## src/rtl/jarvis_pkg.sv

```systemverilog
// Shared core definitions used by decode, writeback and the register file.
// Register address width and writeback result-source encodings live here.
package jarvis_pkg;

  localparam int XLEN       = 32;
  localparam int REG_ADDR_W = 5;
  localparam int NUM_REGS   = 32;

  localparam logic [1:0] RES_ALU = 2'b00;
  localparam logic [1:0] RES_MEM = 2'b01;
  localparam logic [1:0] RES_PC4 = 2'b10;

endpackage

```

## src/rtl/reg_scoreboard.sv

```systemverilog
// Per-register pending-write counters for RAW hazard detection.
// Tracks issued-but-uncommitted writes; x0 is never tracked.
module reg_scoreboard
  import jarvis_pkg::*;
#(
  parameter int NREGS        = NUM_REGS,
  parameter int MAX_INFLIGHT = 3
) (
  input  logic                  clk,
  input  logic                  rst_n,
  input  logic [REG_ADDR_W-1:0] rs1_addr,
  input  logic [REG_ADDR_W-1:0] rs2_addr,
  input  logic                  wb_en,
  input  logic [REG_ADDR_W-1:0] wb_addr,
  input  logic                  issue_valid,
  input  logic                  issue_rd_en,
  input  logic [REG_ADDR_W-1:0] issue_rd,
  output logic                  issue_ready,
  output logic                  rs1_busy,
  output logic                  rs2_busy
);

  localparam int CW = $clog2(MAX_INFLIGHT + 1);
  localparam logic [CW-1:0] MAX_CNT = CW'(MAX_INFLIGHT);

  logic [CW-1:0]    cnt [NREGS];
  logic [NREGS-1:0] inc;
  logic [NREGS-1:0] dec;
  logic             full;

  // A writeback only retires a tracked write, so counters never underflow
  always_comb begin
    dec = '0;
    for (int r = 1; r < NREGS; r++) begin
      dec[r] = wb_en && (wb_addr == REG_ADDR_W'(r))
             && (cnt[r] != '0);
    end
  end

  // Refuse an issue only when its target is saturated and not draining
  always_comb begin
    full = issue_valid && issue_rd_en
        && (issue_rd != '0)
        && (cnt[issue_rd] == MAX_CNT)
        && !dec[issue_rd];
    issue_ready = !full;
  end

  // Accepted issues to x1..x31 claim a slot
  always_comb begin
    inc = '0;
    for (int r = 1; r < NREGS; r++) begin
      inc[r] = issue_valid && issue_rd_en && issue_ready
             && (issue_rd == REG_ADDR_W'(r));
    end
  end

  // Counter update; simultaneous inc and dec cancel
  always_ff @(posedge clk or negedge rst_n) begin
    if (!rst_n) begin
      for (int r = 0; r < NREGS; r++) cnt[r] <= '0;
    end else begin
      for (int r = 1; r < NREGS; r++) begin
        if (inc[r] && !dec[r])      cnt[r] <= cnt[r] + 1'b1;
        else if (dec[r] && !inc[r]) cnt[r] <= cnt[r] - 1'b1;
      end
    end
  end

  // Busy excludes a write retiring this cycle, since that data is bypassed
  always_comb begin
    rs1_busy = (rs1_addr != '0)
            && ((cnt[rs1_addr] - CW'(dec[rs1_addr])) != '0);
    rs2_busy = (rs2_addr != '0)
            && ((cnt[rs2_addr] - CW'(dec[rs2_addr])) != '0);
  end

endmodule

```

## src/rtl/regfile_wb.sv

```systemverilog
// Integer register file at the writeback end of the pipeline.
// Two bypassed read ports plus a pending-write scoreboard for decode.
module regfile_wb
  import jarvis_pkg::*;
#(
  parameter int DW           = XLEN,
  parameter int NREGS        = NUM_REGS,
  parameter int MAX_INFLIGHT = 3
) (
  input  logic                  clk,
  input  logic                  rst_n,
  input  logic [REG_ADDR_W-1:0] rs1_addr,
  input  logic [REG_ADDR_W-1:0] rs2_addr,
  output logic [DW-1:0]         rs1_data,
  output logic [DW-1:0]         rs2_data,
  input  logic                  wb_en,
  input  logic [REG_ADDR_W-1:0] wb_addr,
  input  logic [DW-1:0]         wb_data,
  input  logic                  issue_valid,
  input  logic                  issue_rd_en,
  input  logic [REG_ADDR_W-1:0] issue_rd,
  output logic                  issue_ready,
  output logic                  rs1_busy,
  output logic                  rs2_busy,
  output logic                  stall
);

  logic [DW-1:0] regs [NREGS];

  // Commit writeback results; x0 writes are dropped
  always_ff @(posedge clk or negedge rst_n) begin
    if (!rst_n) begin
      for (int r = 0; r < NREGS; r++) regs[r] <= '0;
    end else if (wb_en && (wb_addr != '0)) begin
      regs[wb_addr] <= wb_data;
    end
  end

  // Write-first read ports with x0 forced to zero
  always_comb begin
    rs1_data = regs[rs1_addr];
    rs2_data = regs[rs2_addr];
    if (wb_en && (wb_addr == rs1_addr)) rs1_data = wb_data;
    if (wb_en && (wb_addr == rs2_addr)) rs2_data = wb_data;
    if (rs1_addr == '0) rs1_data = '0;
    if (rs2_addr == '0) rs2_data = '0;
  end

  reg_scoreboard #(
    .NREGS        (NREGS),
    .MAX_INFLIGHT (MAX_INFLIGHT)
  ) u_sb (
    .clk         (clk),
    .rst_n       (rst_n),
    .rs1_addr    (rs1_addr),
    .rs2_addr    (rs2_addr),
    .wb_en       (wb_en),
    .wb_addr     (wb_addr),
    .issue_valid (issue_valid),
    .issue_rd_en (issue_rd_en),
    .issue_rd    (issue_rd),
    .issue_ready (issue_ready),
    .rs1_busy    (rs1_busy),
    .rs2_busy    (rs2_busy)
  );

  // Decode holds whenever an operand is pending or the issue is refused
  always_comb begin
    stall = rs1_busy | rs2_busy | ~issue_ready;
  end

endmodule

```

## config.mk

```make
export PLATFORM = sky130hd
export DESIGN_NAME = regfile_wb
export DESIGN_NICKNAME = d
export VERILOG_FILES = /design/src/rtl/jarvis_pkg.sv /design/src/rtl/reg_scoreboard.sv /design/src/rtl/regfile_wb.sv
export SDC_FILE = /design/constraint.sdc
export NUM_CORES = 2
export LEC_CHECK = 0
export BUFFER_PORTS_ARGS = -buffer_cell sky130_fd_sc_hd__clkbuf_2
export CORE_UTILIZATION = 60
export CTS_CLUSTER_DIAMETER = 100
export CTS_CLUSTER_SIZE = 40
export DETAILED_ROUTE_END_ITERATION = 8
export PLACE_DENSITY_LB_ADDON = 0.08
export RECOVER_POWER = 25
export SLEW_MARGIN = 20
export SYNTH_ARGS = -nofsm -noshare
export SYNTH_HDL_FRONTEND = slang
export SYNTH_SLANG_ARGS = --single-unit
```

## constraint.sdc

```tcl
create_clock -name clk -period 6.9 [get_ports clk]
set_input_delay 1.38 -clock clk [delete_from_list [all_inputs] [get_ports clk]]
set_output_delay 1.38 -clock clk [all_outputs]
set_load 0.005 [all_outputs]
```

==> run_results.csv <==
group,metric,value,unit
cells_and_area,stdcell_count,5131,
floorplanning,die_area,102000,um^2
pwr,ir_drop,0.235,mV
floorplanning,die_w,319,um
logic_synthesis,syn_area_per_cell,15.0,um^2
route,vias_per_cell,7.42,
clocking,post_cts_resized,0,
route,dr.pass1.iters,8,
outcome,failed_checks,"capacitance limit, slew limit",
critical_path,crit_fanout,74,
critical_path,path_class,"in2out",
pwr,p_sw_share,31.3,%
timing,hold_viol,0,
critical_path,crit_path_end_kind,"primary output",
timing,finalSetupViolCount,0,
critical_path,path_buf_inv,3,
logic_synthesis,yosysWarnings,2,
timing,clock_skew,20.5,ps
clocking,cts_tree,"done",
timing,slew_violations,321,
place,portBuffers,124,
grt,antenna_found_initial,4,
grt,grt_pass1_vias,40067,
job,drv_cap,4,
cells_and_area,fin_nets,3902,
logic_synthesis,post_synth_instance_area,60400,um^2
route,drc_errors,0,
pwr,pwr-share-comb,27.0,%
logic_synthesis,synthDistinctLibCells,64,
grt,grt_pass1_wl,268000,um
hold_path,min_path_type,"reg2reg",
critical_path,arrival,4570,ps
floorplanning,ios,125,
clocking,clockBufferDepth,3,
timing,fin_crit_sh,86.2,%
route,wl_per_cell,34.7,um
place,dp_cells,5058,
pwr,power.leakage,27.2,nW
critical_path,startpoint_type,"primary input",
route,drt_iter0_markers,4300,
route,dr_total_vias,38054,
logic_synthesis,ys_ff_latch,1086,
pwr,p_sw,0.00534,W
grt,grt_use_total,35.8,%
grt,overflow,0,
cells_and_area,syn_to_final_growth,5.24,%
critical_path,r2r_cells,11,
critical_path,worstPathCellList,"buf_8, nand2_1, a2111oi_0, o211ai_1, buf_12, a211oi_1, clkbuf_2",
place,dpl.hpwl,101000,um
critical_path,critical_path.top_delay_family,"compound AO/OA/AOI/OAI gates",
logic_synthesis,async_flop_share,100,%
clocking,numCtsBuffers,41,
grt,grt_max_degree,156,
timing,finalSetupTns,0,ps
cells_and_area,drive_gt1_share,51.5,%
floorplanning,start_util,61.0,%
clocking,cts-htree-levels,2,
cells_and_area,mostFrequentLayoutCells,"dfrtp_1 (1,086), mux2_2 (968), mux4_2 (679)",
logic_synthesis,synth_enable_flop_cells,0,
critical_path,crit_required,5520,ps
critical_path,cp_num_cells,7,
timing,final.setup.worst_slack,951,ps
pwr,seqPwrFrac,52.1,%
timing,grt_setup_unrepaired,"false",
route,ant_nets,0,
place,place_ws,1140,ps
hold_path,whs_path_depth,0,
clocking,cts_setup_buffers,0,
cells_and_area,layout_commonest_cell,"dfrtp_1",
logic_synthesis,syn_nets,4102,
floorplanning,placementRows,115,
clocking,clk_pin_slew_worst_paths,120,ps
logic_synthesis,synth-seq-area-share,45.0,%
floorplanning,die_height,319,um
cells_and_area,nFillCells,7039,
critical_path,crit_path_max_incr_delay,720,ps
logic_synthesis,syn_inst,4014,
pwr,clock_power_share,20.9,%
clocking,clock_sinks,1086,
clocking,cts_root_buf,"clkbuf_16",
critical_path,crit_slowest_cell,"a211oi_1",
route,routed_wl,178000,um
floorplanning,coreArea,99000,um^2
timing,layout_min_cycle_time,5950,ps
timing,worst_slew_pin_slew,3130,ps
timing,fmax,168,MHz
pwr,intPower,0.0117,W
pwr,power_density,268,nW/um^2
timing,slew_headroom,-108,%
clocking,ctsHoldBuffers,0,
logic_synthesis,dominantRegCellSynth,"dfrtp_1",
outcome,status,"finished, violations left",
place,gp_congestion,0.971,
clocking,clk_latency,690,ps
-- power groups by stage --
stage               sequential [W]  combinational, W  clock [W]
global placement           0.00877           0.00445          0
CTS                        0.00882           0.00460    0.00362
global route               0.00903           0.00488    0.00381
finish                     0.00888           0.00460    0.00356
detailed placement         0.00895           0.00458          0
floorplan                  0.00848           0.00353          0
-- sequential cells by signal, summed over array words and instances, names as in the netlist --
register,flops
regs,1024
u_sb.cnt,62
-- metrics by stage --
stage / utilization [%] / total power, W / cell area [um^2] / hold WS, ps
final: 64.2 / 0.0170 / 63500 / 410
after global routing: 64.2 / 0.0177 / 63500 / 429
after CTS: 64.2 / 0.0170 / 63600 / 412
after detailed placement: 62.7 / 0.0135 / 62100 / 385
after global placement: 62.6 / 0.0132 / 62000 / 376
after floorplan: - / 0.0120 / 60400 / 441
-- final timing paths --
kind                              start           end  slack [ps]
max reg2reg                u_sb.cnt[20]  u_sb.cnt[61]        3200
min reg2reg                   regs[995]     regs[995]         410
min                           regs[995]     regs[995]         410
min in group asynchronous         rst_n  u_sb.cnt[34]        1620
max                         rs2_addr[1]  rs2_data[15]         950
max in group asynchronous         rst_n      regs[90]        1630
-- area by class of cell --
| class | count | area (um^2) | share of cell area, % |
|---|---|---|---|
| Multi-Input combinational cell | 2472 | 31600 | 49.8 |
| Sequential cell | 1086 | 27200 | 42.8 |
| Tap cell | 1287 | 1610 | 2.53 |
| Timing Repair Buffer | 208 | 1610 | 2.53 |
| Clock buffer | 43 | 1080 | 1.69 |
| Clock inverter | 29 | 394 | 0.620 |
| Inverter | 5 | 18.8 | 0.0295 |
| Antenna cell | 1 | 2.50 | 0.00394 |
-- logic make-up after synthesis --
kind of cell             after synthesis  share of synthesized area [%]
AND/OR/NAND/NOR                      455                           3.42
flip-flops                          1086                           45.0
buffers and inverters                456                           2.88
multiplexers                        1719                           44.6
adder cells (fa/ha/maj)               31                          0.643
AO/OA/AOI/OAI                        168                           2.01
XOR/XNOR                              99                           1.44
-- per-layer routing --
metal | track usage (%) | wire length, um | vias to the layer above
met1 | 50.0 | 71300 | 20775
met2 | 57.0 | 86100 | 1890
li1 | - | - | 15019
met5 | 0 | 27 | -
met3 | 6.43 | 13700 | 366
met4 | 12.8 | 6980 | 4
-- synthesized netlist by cell type (all sizes together), types with 3 or more instances --
| library cell | instances | area, um^2 |
|---|---|---|
| nor3b | 3 | 22.5 |
| a21oi | 8 | 40.0 |
| nor2b | 13 | 81.3 |
| nand3b | 7 | 52.6 |
| a22oi | 9 | 67.6 |
| buf | 121 | 482 |
| clkbuf | 330 | 1240 |
| nand2b | 6 | 37.5 |
| nor4bb | 3 | 30.0 |
| or2 | 13 | 81.3 |
| nor4 | 12 | 75.1 |
| o31ai | 4 | 30.0 |
| a22o | 4 | 35.0 |
| nand4 | 8 | 50.1 |
| mux4 | 679 | 15300 |
| or3 | 4 | 30.0 |
| o22ai | 24 | 150 |
| nand4b | 3 | 26.3 |
| a2111oi | 3 | 26.3 |
| and3 | 9 | 56.3 |
| xnor2 | 31 | 272 |
| mux2 | 968 | 10900 |
| dfrtp | 1086 | 27200 |
| o21ai | 21 | 105 |
| and2 | 10 | 62.6 |
| and4b | 3 | 30.0 |
| a211oi | 66 | 495 |
| o211ai | 8 | 60.1 |
| nor3 | 16 | 80.1 |
| nor2 | 176 | 661 |
| ha | 31 | 388 |
| mux2i | 72 | 721 |
| nand3 | 20 | 100 |
| inv | 4 | 15.0 |
| xor2 | 68 | 596 |
| nand2 | 144 | 541 |
No activity file was read; power rests on OpenSTA's default activity.
